===== src/rtl/stage_fetch_q.sv =====
// Instruction-fetch stage: one outstanding imem request at a time, with fetched
// {instr, pc} pairs buffered in a small FIFO ahead of decode. A redirect flushes it all.
module stage_fetch_q #(
    parameter int unsigned     XLEN     = 32,
    parameter logic [XLEN-1:0] RESET_PC = '0,
    parameter int unsigned     QDEPTH   = 4
) (
    input  logic            clk,
    input  logic            rst,
    input  logic            redirect_valid,
    input  logic [XLEN-1:0] redirect_addr,
    output logic            imem_req_valid,
    input  logic            imem_req_ready,
    output logic [XLEN-1:0] imem_req_addr,
    input  logic            imem_rsp_valid,
    input  logic [31:0]     imem_rsp_data,
    output logic            out_valid,
    input  logic            out_ready,
    output logic [31:0]     out_instr,
    output logic [XLEN-1:0] out_pc,
    output logic [XLEN-1:0] out_pc4
);

    localparam int unsigned      PTR_W   = $clog2(QDEPTH);
    localparam int unsigned      CNT_W   = PTR_W + 1;
    localparam logic [CNT_W-1:0] DEPTH_C = CNT_W'(QDEPTH);

    typedef enum logic [1:0] {
        ST_IDLE,
        ST_WAIT,
        ST_DROP
    } state_t;

    state_t state, state_next;

    logic [XLEN-1:0]  fetch_pc;
    logic [XLEN-1:0]  req_pc;
    logic [31:0]      q_instr [QDEPTH];
    logic [XLEN-1:0]  q_pc    [QDEPTH];
    logic [PTR_W-1:0] rd_ptr;
    logic [PTR_W-1:0] wr_ptr;
    logic [CNT_W-1:0] count;

    logic credit;
    logic issue_slot;
    logic req_fire;
    logic push;
    logic pop;

    logic unused_addr_bits;
    assign unused_addr_bits = ^redirect_addr[1:0];

    // In WAIT the outstanding response still needs a slot, so one more must be free.
    always_comb begin
        credit     = 1'b0;
        issue_slot = 1'b0;
        case (state)
            ST_IDLE: begin
                credit     = (count < DEPTH_C);
                issue_slot = 1'b1;
            end
            ST_WAIT: begin
                credit     = ((count + CNT_W'(1)) < DEPTH_C);
                issue_slot = imem_rsp_valid;
            end
            ST_DROP: begin
                credit     = (count < DEPTH_C);
                issue_slot = imem_rsp_valid;
            end
            default: begin
                credit     = 1'b0;
                issue_slot = 1'b0;
            end
        endcase
    end

    assign imem_req_valid = !rst && !redirect_valid && credit && issue_slot;
    assign imem_req_addr  = fetch_pc;
    assign req_fire       = imem_req_valid && imem_req_ready;
    assign push           = (state == ST_WAIT) && imem_rsp_valid && !redirect_valid;
    assign pop            = out_valid && out_ready;

    always_comb begin
        state_next = state;
        if (redirect_valid) begin
            state_next = (state != ST_IDLE && !imem_rsp_valid) ? ST_DROP : ST_IDLE;
        end else if (req_fire) begin
            state_next = ST_WAIT;
        end else if (state != ST_IDLE && imem_rsp_valid) begin
            state_next = ST_IDLE;
        end
    end

    // NOTE: sequential state uses non-blocking assignments so every register samples pre-edge values.
    always_ff @(posedge clk or posedge rst) begin
        if (rst) begin
            state    <= ST_IDLE;
            fetch_pc <= RESET_PC;
            req_pc   <= RESET_PC;
        end else begin
            state <= state_next;
            if (redirect_valid) begin
                fetch_pc <= {redirect_addr[XLEN-1:2], 2'b00};
            end else if (req_fire) begin
                fetch_pc <= fetch_pc + XLEN'(4);
            end
            if (req_fire) begin
                req_pc <= fetch_pc;
            end
        end
    end

    always_ff @(posedge clk or posedge rst) begin
        if (rst) begin
            rd_ptr <= '0;
            wr_ptr <= '0;
            count  <= '0;
        end else if (redirect_valid) begin
            rd_ptr <= '0;
            wr_ptr <= '0;
            count  <= '0;
        end else begin
            if (push) begin
                wr_ptr <= wr_ptr + PTR_W'(1);
            end
            if (pop) begin
                rd_ptr <= rd_ptr + PTR_W'(1);
            end
            case ({push, pop})
                2'b10:   count <= count + CNT_W'(1);
                2'b01:   count <= count - CNT_W'(1);
                default: count <= count;
            endcase
        end
    end

    // NOTE: the storage is reset so the head outputs read as zero while in reset.
    always_ff @(posedge clk or posedge rst) begin
        if (rst) begin
            for (int i = 0; i < QDEPTH; i++) begin
                q_instr[i] <= '0;
                q_pc[i]    <= '0;
            end
        end else if (push) begin
            q_instr[wr_ptr] <= imem_rsp_data;
            q_pc[wr_ptr]    <= req_pc;
        end
    end

    assign out_valid = (count != '0);
    assign out_instr = q_instr[rd_ptr];
    assign out_pc    = q_pc[rd_ptr];
    assign out_pc4   = out_pc + XLEN'(4);

endmodule


===== config.mk =====
export PLATFORM = sky130hd
export DESIGN_NAME = stage_fetch_q
export DESIGN_NICKNAME = d
export VERILOG_FILES = /design/src/rtl/stage_fetch_q.sv
export SDC_FILE = /design/constraint.sdc
export NUM_CORES = 1
export LEC_CHECK = 0
export CAP_MARGIN = 20
export CORE_ASPECT_RATIO = 0.6
export CORE_MARGIN = 2
export CORE_UTILIZATION = 55
export CTS_BUF_LIST = sky130_fd_sc_hd__clkbuf_8 sky130_fd_sc_hd__clkbuf_16
export DETAILED_ROUTE_END_ITERATION = 8
export GPL_TIMING_DRIVEN = 0
export PLACE_DENSITY_LB_ADDON = 0.08
export SLEW_MARGIN = 15
export SYNTH_ARGS = -nofsm -noshare
export SYNTH_HDL_FRONTEND = slang
export SYNTH_SLANG_ARGS = --single-unit

===== constraint.sdc =====
create_clock -name clk -period 14.9 [get_ports clk]
set_input_delay 2.98 -clock clk [delete_from_list [all_inputs] [get_ports clk]]
set_output_delay 2.98 -clock clk [all_outputs]
set_load 0.01 [all_outputs]

=== After elaboration in Yosys (flattened, before gate mapping) ===
Index checks and enable logic that the tools add are counted.

* Output and inout bits: 130
* Register bits: 329

* Magnitude comparators: 5
* Reduce and logical (&&, ||, !) cells: 23
* Equal/unequal tests: 4
* Add/subtract/negate cells: 6
* Bitwise operators: 2
* Mux-type cells: 24

{| class="wikitable"
|+ Operators by type and width
! cell !! count
|-
| $bwmux 128 || 2
|-
| $mux 32 || 7
|-
| $bmux 32 s2 || 2
|-
| $add 32x3->32 const B || 2
|-
| $demux 32 s2 || 1
|-
| $mux 2 || 8
|-
| $logic_and 1x1->1 || 10
|-
| $reduce_bool 3->1 || 3
|-
| $reduce_bool 2->1 || 4
|-
| $ge 3x3->1 const B || 2
|-
| $lt 3x3->1 const B || 2
|-
| $not 2->3 || 2
|-
| $pmux 3 s2 || 1
|-
| $add 2x1->2 const B || 2
|-
| $eq 2x1->1 const B || 2
|-
| $eq 2x2->1 const B || 2
|-
| $pmux 1 s2 || 2
|-
| $reduce_or 2->1 || 2
|-
| $add 3x1->3 const B || 1
|-
| $logic_not 1->1 || 3
|-
| $lt 3x1->1 const B || 1
|-
| $mux 3 || 1
|-
| $sub 3x1->3 const B || 1
|-
| $logic_not 2->1 || 1
|}

=== Depth between registers and ports, before layout ===
Gate-level depths: netlist (run 1).

* Depth in word-level cells: 8
* Depth in mapped cells: 10

=== Worst setup path after synthesis (run 1) ===
OpenSTA, ideal clock, no wires.

* Path kind: input port to output port
* From: in redirect_valid
* To: out imem_req_valid
* Required time: 11.920 ns
* Cell stages on the path: 2
* Setup slack: 8.343 ns
* Arrival: 3.577 ns
* Path through: nor4_1 -> o21a_1

* Word-level cells in the longest chain between the ends: 4

{| class="wikitable"
|+ RTL lines
! item !! RTL line !! RTL
|-
| from (decl) || 10 || <nowiki>input logic redirect_valid,</nowiki>
|-
| $logic_not 1->1 || 77 || <nowiki>assign imem_req_valid = !rst && !redirect_valid && credit && issue_slot;</nowiki>
|-
| $logic_and 1x1->1 (3 in series) || 77 ||
|-
| to (decl) || 12 || <nowiki>output logic imem_req_valid,</nowiki>
|}

No other way between the ends.

=== Final worst setup path (run 1) ===
* From: in imem_rsp_valid
* To: out imem_req_valid

* Word-level cells in the longest chain between the ends: 2

{| class="wikitable"
|+ RTL lines
! item !! RTL line !! RTL
|-
| from (decl) || 15 || <nowiki>input logic imem_rsp_valid,</nowiki>
|-
| $pmux 1 s2 || 57 || <nowiki>case (state)</nowiki>
|-
| $logic_and 1x1->1 || 77 ||
|}

No other way between the ends.

==> results_tabular.tex, run 1 <==
\begin{tabular}{lr}
\hline
Metric & Value \\
\hline
\multicolumn{2}{l}{\textbf{Status}} \\
Result of the run & finished clean \\
\multicolumn{2}{l}{\textbf{Clock tree}} \\
Number of buffers created by CTS & 30 \\
Number of buffers inserted by hold repair at cts & 0 \\
Post-CTS setup buffer count & 0 \\
CTS H-tree depth & 1 \\
Clock Sinks & 317 \\
Clock Latency Late Sink & 0.56 ns \\
Clock root cell & sky130\_fd\_sc\_hd\_\_clkbuf\_16 \\
Clock tree from TritonCTS & built \\
Gates resized, CTS repair & 0 \\
Clock Tree Buf Depth & 3 \\
Clock-pin slew on the worst setup and hold paths & 0.06 ns \\
\multicolumn{2}{l}{\textbf{Place}} \\
Dpl cells & 1661 \\
Port Buf Inserts & 191 \\
Setup slack after placement & 7.09 ns \\
Cell area after placement & 17200 um\^{}2 \\
Routability congestion estimate & 0.835 \\
HPWL Detailed & 26.3 mm \\
\multicolumn{2}{l}{\textbf{Synth}} \\
Number of instances in the synthesized netlist & 1102 \\
Number of synthesis warnings & 0 \\
Synth top area share & 53.9\% \\
Post-synthesis area per instance & 13.4 um\^{}2 \\
Mapped Area & 14700 um\^{}2 \\
Ys flop type & sky130\_fd\_sc\_hd\_\_dfrtp\_1 \\
Number of flip-flops and latches in the synthesized netlist & 317 \\
Number of unique standard cell types used by synthesis & 49 \\
Post-synth EDFFs & 0 \\
Synth area leader & sky130\_fd\_sc\_hd\_\_dfrtp\_1 \\
Share of synthesized area occupied by flip-flops and latches & 53.9\% \\
Fraction of registers with async set/reset & 100\% \\
Biggest area contributors in the synthesized netlist & sky130\_fd\_sc\_hd\_\_dfrtp\_1 54\%, sky130\_fd\_sc\_hd\_\_mux2\_2 19\%, sky130\_fd\_sc\_hd\_\_mux4\_2 8.9\% \\
\multicolumn{2}{l}{\textbf{Setup path}} \\
Critical path arrival & 4.87 ns \\
Critical path, cell by cell & clkdlybuf4s50\_1, a21oi\_1, nor4\_1, o21a\_1, clkdlybuf4s50\_1 \\
Worst R2R Start & state[0] \\
Worst Setup Path Type & in -> out \\
Worst Reg-to-Reg Cells & 10 \\
Reg-to-reg setup timing slack & 11.59 ns \\
Top cell family by delay on the critical path & buffers and inverters \\
Slowest cell on the critical path & sky130\_fd\_sc\_hd\_\_clkdlybuf4s50\_1 \\
Largest incremental delay on the critical path & 0.59 ns \\
Worst flop-to-flop path endpoint & req\_pc[6] \\
Setup crit end kind & primary output \\
Data required time of the worst path & 11.92 ns \\
Most prevalent standard cell on the critical path & sky130\_fd\_sc\_hd\_\_clkdlybuf4s50\_1 \\
Launching element type of the critical path & input port \\
Worst-path fanout max & 4 \\
Number of buffers and inverters on the critical path & 2 \\
\multicolumn{2}{l}{\textbf{Floorplanning}} \\
Total Die Area & 28100 um\^{}2 \\
Effective utilization at floorplan & 55.8\% \\
Number of placed I/O pins & 200 \\
Cell row count & 46 \\
Die height & 131 um \\
Die Span X & 215 um \\
Floorplan Core Area & 26400 um\^{}2 \\
\multicolumn{2}{l}{\textbf{Finish}} \\
Sequential standard cell area & 7930 um\^{}2 \\
Fraction of final layout cells sized beyond drive strength 1 & 28.0\% \\
Number of filler cells placed in the layout & 1974 \\
Post-route design area & 18200 um\^{}2 \\
Footprint of the multi-input gates & 6420 um\^{}2 \\
Nets & 1415 \\
Area growth from synthesis to final layout & 23.7\% \\
Post-Layout Cell Count & 1716 \\
\multicolumn{2}{l}{\textbf{Detailed routing}} \\
Router iterations before antenna repair & 5 \\
DR WL/cell & 21.7 um \\
Final ANT Viol Nets & 0 \\
WL met3 & 2.47 mm \\
Total vias in the final route & 10100 \\
Final Routed Wirelength & 37.2 mm \\
Via count normalized by instance count & 5.86 \\
Violation count after the first detailed-route iteration & 873 \\
Routed met1 length & 17.9 mm \\
Met2 WL post-DR & 16.2 mm \\
Highest routed metal layer & met4 \\
Residual DRC count & 0 \\
\multicolumn{2}{l}{\textbf{GRT}} \\
Pin count of the biggest net entering global routing & 92 \\
Via count of the first global-routing pass & 9895 \\
Number of antenna violations at the first check in global routing & 1 \\
GRT Total Usage & 26.9\% \\
Overflow after GRT & 0 \\
Wire length of the first global-routing pass & 57.9 mm \\
\multicolumn{2}{l}{\textbf{Pwr}} \\
Leak pwr & 8.48 nW \\
Total design power & 0.00284 W \\
Peak supply drop & 118 uV \\
Ratio of total power to cell area & 156 nW/um\^{}2 \\
\multicolumn{2}{l}{\textbf{Timing}} \\
Setup clock skew after layout & 0.0173 ns \\
Slew at the pin closest to its max-slew limit & 0.954 ns \\
Worst slew margin relative to its limit & 36.4\% \\
Setup violation total in the final timing report & 0 \\
Final hold viol count & 0 \\
Unrepaired setup endpoints after global routing & no \\
Min setup slack post-route & 7.05 ns \\
Final Cycle Share & 52.7\% \\
Worst hold slack across all endpoints & 0.495 ns \\
Highest clock rate & 0.127 GHz \\
Final critical-path required period & 7.85 ns \\
Number of pins exceeding their max-slew limit in the final report & 0 \\
\multicolumn{2}{l}{\textbf{Worst hold path}} \\
Worst hold path startpoint & q\_pc[70] \\
Hold Crit Endpoint & q\_pc[70] \\
Hold Crit Class & reg -> reg \\
Hold Path Cell Cnt & 1 \\
\multicolumn{2}{l}{\textbf{Run}} \\
Max-cap violations & 0 \\
\hline
\end{tabular}
state kept, by name (all words and copies together), names as in the netlist:
| name | count |
|---|---|
| wr_ptr | 2 |
| q_pc | 120 |
| q_instr | 128 |
| state | 2 |
| count | 3 |
| imem_req_addr | 30 |
| rd_ptr | 2 |
| req_pc | 30 |
placed cells by master, fill, tap and decap left out, drive strengths merged, types with 3 or more instances in the layout:
| master | count |
|---|---|
| o21ai | 27 |
| and2 | 8 |
| nand2 | 144 |
| a21oi | 11 |
| o311ai | 12 |
| nand2b | 4 |
| dfrtp | 317 |
| clkbuf | 91 |
| or3 | 3 |
| nor2b | 4 |
| and4 | 5 |
| buf | 20 |
| conb | 6 |
| inv | 29 |
| and3 | 10 |
| xor2 | 15 |
| clkdlybuf4s50 | 191 |
| nor3 | 8 |
| mux4 | 62 |
| nor2 | 30 |
| a31oi | 5 |
| o211ai | 7 |
| ha | 12 |
| a32oi | 6 |
| xnor2 | 18 |
| nand3 | 27 |
| nand4 | 5 |
| clkinv | 3 |
| mux2 | 249 |
routing by layer:
metal | GRT usage, % | up-vias
met1 | 42.2 | 5216
li1 | - | 4453
met5 | 0 | -
met2 | 39.7 | 344
met4 | 5.19 | 0
met3 | 5.02 | 45
final cells by class:
type / instances / area share [%]
antenna: 1 / 0.0137
clock inverter: 14 / 0.619
multi-input combinational: 701 / 35.3
inverter: 21 / 0.474
sequential: 317 / 43.6
tap: 360 / 2.47
timing repair buffer: 194 / 11.0
buffer: 68 / 1.68
clock buffer: 40 / 4.94
power breakdown:
group / internal (W) / total [W] / switching (W)
Sequential: 0.00101 / 0.00114 / 0.000134
Combinational: 0.000513 / 0.000919 / 0.000406
Clock: 0.000453 / 0.000777 / 0.000324
per-stage QoR:
step	utilization (%)	setup TNS, ns
after global routing	69.0	0
after global placement	64.9	-206.04
after detailed placement	65.2	0
final	69.0	0
after floorplan	-	0
after CTS	69.0	0
worst reg2reg max path: stages, from the launching register on:
cell                       delay, ns
sky130_fd_sc_hd__dfrtp_1        0.43
sky130_fd_sc_hd__inv_1          0.09
sky130_fd_sc_hd__ha_1           0.28
sky130_fd_sc_hd__a21oi_1        0.06
sky130_fd_sc_hd__nor4_1         0.38
sky130_fd_sc_hd__o211a_1        0.22
sky130_fd_sc_hd__clkbuf_1       0.40
sky130_fd_sc_hd__clkbuf_1       0.60
sky130_fd_sc_hd__clkbuf_1       0.55
sky130_fd_sc_hd__nand2_1        0.14
sky130_fd_sc_hd__nand2_1        0.08
synth_stat cells, types with 2 or more instances:
cell and count:
sky130_fd_sc_hd__a21oi_1 11, sky130_fd_sc_hd__o21a_1 2, sky130_fd_sc_hd__dfrtp_1 317, sky130_fd_sc_hd__nand4_1 4
sky130_fd_sc_hd__o21ai_0 27, sky130_fd_sc_hd__o31ai_1 2, sky130_fd_sc_hd__a41oi_1 2, sky130_fd_sc_hd__buf_4 7
sky130_fd_sc_hd__mux2i_1 2, sky130_fd_sc_hd__and2_1 7, sky130_fd_sc_hd__buf_6 2, sky130_fd_sc_hd__and4_1 5
sky130_fd_sc_hd__clkbuf_1 51, sky130_fd_sc_hd__nor3_1 6, sky130_fd_sc_hd__a22oi_1 2, sky130_fd_sc_hd__o311ai_0 12
sky130_fd_sc_hd__o211ai_1 7, sky130_fd_sc_hd__mux2_2 249, sky130_fd_sc_hd__a31oi_1 5, sky130_fd_sc_hd__nand2_1 144
sky130_fd_sc_hd__or3_1 2, sky130_fd_sc_hd__inv_1 21, sky130_fd_sc_hd__nand3_1 27, sky130_fd_sc_hd__ha_1 12
sky130_fd_sc_hd__nor2_1 30, sky130_fd_sc_hd__a221o_1 2, sky130_fd_sc_hd__nor3_2 2, sky130_fd_sc_hd__xor2_1 15
sky130_fd_sc_hd__mux4_1 4, sky130_fd_sc_hd__nor4_1 2, sky130_fd_sc_hd__mux4_2 58, sky130_fd_sc_hd__a32oi_1 6
sky130_fd_sc_hd__and3_1 10, sky130_fd_sc_hd__buf_2 8, sky130_fd_sc_hd__nand3b_1 2, sky130_fd_sc_hd__xnor2_1 18
sky130_fd_sc_hd__nand2b_1 4, sky130_fd_sc_hd__nor2b_1 4
kinds of logic (layout without fill, tap and decap cells):
group	count (synthesis)	after routing	synth area share, %
AND/OR/NAND/NOR	256	256	8.02
XOR/XNOR	33	33	1.96
other	1	7	0.0255
buffers and inverters	89	337	2.62
multiplexers	313	313	28.8
AO/OA/AOI/OAI	81	81	3.66
flip-flops	317	317	53.9
adder cells (fa/ha/maj)	12	12	1.02
how the worst max path moves through the flow:
stage / start / to / slack (ns) / cells past startpoint
global placement: rst / q_pc[114] / -0.67 / 2
finish: imem_rsp_valid / imem_req_valid / 7.05 / 5
floorplan: rst / count[0] / 3.15 / 1
CTS: imem_rsp_valid / imem_req_valid / 7.08 / 5
detailed placement: imem_rsp_valid / imem_req_valid / 7.09 / 5
global route: imem_rsp_valid / imem_req_valid / 6.90 / 5
Power figures use the tool's default switching activity.
==> run 2, diff against run 1 <==
Settings changed: CORE_UTILIZATION 55 to 50.
Clock period 14.9 ns to 6.3 ns, I/O delays scaled along.
==> results_tabular.tex, run 2 (synthesis gave the netlist of run 1 again) <==
\begin{tabular}{lr}
\hline
Metric & Value \\
\hline
\multicolumn{2}{l}{\textbf{Timing}} \\
Unrepaired setup endpoints after global routing & no \\
Setup violation total in the final timing report & 0 (unchanged) \\
Final Cycle Share & 85.5\% \\
Worst slew margin relative to its limit & 40.8\% (+4.4 points) \\
Worst hold slack across all endpoints & 0.496 ns (+0.00121 ns) \\
Highest clock rate & 0.186 GHz \\
Number of pins exceeding their max-slew limit in the final report & 0 (unchanged) \\
Final critical-path required period & 5.39 ns \\
Slew at the pin closest to its max-slew limit & 0.888 ns (-0.0653 ns) \\
Final hold viol count & 0 (unchanged) \\
Setup clock skew after layout & 0.0117 ns (-0.00558 ns) \\
\multicolumn{2}{l}{\textbf{Place}} \\
HPWL Detailed & 27.1 mm (+3.0\%) \\
Dpl cells & 1683 (+1.3\%) \\
Routability congestion estimate & 0.836 (+0.11\%) \\
Port Buf Inserts & 191 (unchanged) \\
\multicolumn{2}{l}{\textbf{Worst hold path}} \\
Hold Crit Class & reg -> reg \\
Hold Path Cell Cnt & 1 (unchanged) \\
\multicolumn{2}{l}{\textbf{Clock tree}} \\
Clock Sinks & 317 (unchanged) \\
Number of buffers created by CTS & 30 (unchanged) \\
Post-CTS setup buffer count & 0 (unchanged) \\
Clock-pin slew on the worst setup and hold paths & 0.07 ns (about the same) \\
Clock Tree Buf Depth & 3 (unchanged) \\
CTS H-tree depth & 1 (unchanged) \\
Clock tree from TritonCTS & built \\
Clock Latency Late Sink & 0.57 ns (about the same) \\
Gates resized, CTS repair & 0 (unchanged) \\
Clock root cell & sky130\_fd\_sc\_hd\_\_clkbuf\_16 \\
Number of buffers inserted by hold repair at cts & 0 (unchanged) \\
\multicolumn{2}{l}{\textbf{Detailed routing}} \\
DR WL/cell & 21.6 um (-0.38\%) \\
Final ANT Viol Nets & 0 (unchanged) \\
Residual DRC count & 0 (unchanged) \\
Router iterations before antenna repair & 5 (unchanged) \\
Total vias in the final route & 9859 (-2.0\%) \\
Final Routed Wirelength & 37.5 mm (+0.90\%) \\
Via count normalized by instance count & 5.67 (-3.2\%) \\
Violation count after the first detailed-route iteration & 818 (-6.3\%) \\
\multicolumn{2}{l}{\textbf{Setup path}} \\
Launching element type of the critical path & register \\
Most prevalent standard cell on the critical path & sky130\_fd\_sc\_hd\_\_buf\_2 \\
Worst-path fanout max & 10 (+6) \\
Largest incremental delay on the critical path & 0.57 ns (-0.02 ns) \\
Worst Setup Path Type & reg -> out \\
Slowest cell on the critical path & sky130\_fd\_sc\_hd\_\_clkdlybuf4s50\_1 \\
Critical path arrival & 4.13 ns (-0.74 ns) \\
Setup crit end kind & primary output \\
Data required time of the worst path & 5.04 ns (-6.88 ns) \\
Worst Reg-to-Reg Cells & 9 (-1) \\
Critical path, cell by cell & buf\_2, buf\_2, mux4\_2, and4\_1, nand2\_1, or3\_4, nor3\_2, xor2\_1, clkdlybuf4s50\_1 \\
\multicolumn{2}{l}{\textbf{Finish}} \\
Register bank with the most flops & q\_instr \\
Flip-flop count of the largest register after layout & 128 (unchanged) \\
Area growth from synthesis to final layout & 24.4\% \\
Registers with the highest flip-flop counts & q\_instr x128, q\_pc x120 \\
Leading cell type in the layout, fill and taps excluded & sky130\_fd\_sc\_hd\_\_dfrtp\_1 \\
Fraction of final layout cells sized beyond drive strength 1 & 28.4\% (+0.39 points) \\
Final Util & 63.5\% (-5.5 points) \\
Post-Layout Cell Count & 1738 (+1.3\%) \\
Most frequent cells in the layout & 317 x sky130\_fd\_sc\_hd\_\_dfrtp\_1, 249 x sky130\_fd\_sc\_hd\_\_mux2\_2, 191 x sky130\_fd\_sc\_hd\_\_clkdlybuf4s50\_1 \\
Nets & 1422 (+0.49\%) \\
\multicolumn{2}{l}{\textbf{GRT}} \\
GRT Total Usage & 25.1\% (-1.8 points) \\
Global-route track usage on met1 & 39.6\% (-2.6 points) \\
Number of antenna violations at the first check in global routing & 1 (unchanged) \\
Via count of the first global-routing pass & 9990 (+0.96\%) \\
Pin count of the biggest net entering global routing & 36 (-61\%) \\
Most Used Layer, Global Route & met1 \\
Met2 GRT Util & 36.6\% (-3.1 points) \\
Overflow after GRT & 0 (unchanged) \\
Wire length of the first global-routing pass & 58.7 mm (+1.5\%) \\
Met3 track utilization from global routing & 4.57\% (-0.45 points) \\
\multicolumn{2}{l}{\textbf{Floorplanning}} \\
Floorplan Core Area & 28800 um\^{}2 (+9.4\%) \\
Number of placed I/O pins & 200 (unchanged) \\
Cell row count & 48 (+4.3\%) \\
Total Die Area & 30900 um\^{}2 (+9.7\%) \\
Die height & 137 um (+4.7\%) \\
Effective utilization at floorplan & 51.0\% (-4.8 points) \\
Die Span X & 225 um (+4.8\%) \\
\multicolumn{2}{l}{\textbf{Pwr}} \\
Leak pwr & 8.53 nW (+0.49\%) \\
Ratio of total power to cell area & 366 nW/um\^{}2 (+130\%) \\
Total design power & 0.00670 W (+140\%) \\
Peak supply drop & 198 uV (+67\%) \\
\multicolumn{2}{l}{\textbf{Run}} \\
Max-cap violations & 0 (unchanged) \\
\multicolumn{2}{l}{\textbf{Status}} \\
Result of the run & finished clean \\
\hline
\end{tabular}
## run 2: cell count changes in the layout (fill, tap and decap cells not counted)
cell / change
sky130_fd_sc_hd__buf_12: +9
sky130_fd_sc_hd__buf_16: -2
sky130_fd_sc_hd__clkbuf_8: -3
sky130_fd_sc_hd__clkinv_2: +4
sky130_fd_sc_hd__diode_2: +1
sky130_fd_sc_hd__inv_1: -1
sky130_fd_sc_hd__inv_8: -1
## run 2: path summary, 6_finish.rpt
| path | start | to | slack, ns |
|---|---|---|---|
| max | rd_ptr[1] | out_pc4[31] | 0.91 |
| min | q_pc[70] | q_pc[70] | 0.50 |
| max reg2reg | state[1] | state[0] | 3.18 |
| min reg2reg | q_pc[70] | q_pc[70] | 0.50 |
| max in group asynchronous | rst | q_instr[67] | 3.93 |
| min in group asynchronous | rst | q_pc[101] | 1.15 |
## run 2: area by class of cell
class                   count  area (um^2)
clock buffers              37          858
flip-flops and latches    317         7930
clock inverters            16          121
diodes                      2         5.00
repair buffers            201         2120
plain buffers              68          307
inverters                  21         82.6
well taps                 375          469
multi-input cells         701         6420
fillers                  2242        10500
## run 2: critical path: cells and delay by family (launching register included)
kind | cells | cell delay [ns]
AND/OR/NAND/NOR | 4 | 1.35
XOR/XNOR | 1 | 0.17
multiplexers | 1 | 0.34
flip-flops | 1 | 0.37
buffers and inverters | 3 | 1.32
## run 2: where the power goes
group | internal, W | total (W) | switching (W)
sequential | 0.00239 | 0.00270 | 0.000308
combinational | 0.00122 | 0.00218 | 0.000960
clock | 0.00104 | 0.00182 | 0.000780
## run 2: per-layer routing
layer / vias to the layer above / wire [um]
li1: 4468 / -
met1: 5085 / 18600
met2: 266 / 16200
met3: 40 / 2300
met4: 0 / 484
met5: - / 0
## run 2: stage by stage
step | setup TNS [ns] | instance area (um^2) | worst slack, ns
after floorplan | 0 | 14700 | 0.815
after global placement | -466.68 | 17100 | -1.50
after detailed placement | 0 | 17300 | 1.54
after CTS | 0 | 18300 | 0.933
after global routing | 0 | 18300 | 0.801
final | 0 | 18300 | 0.914
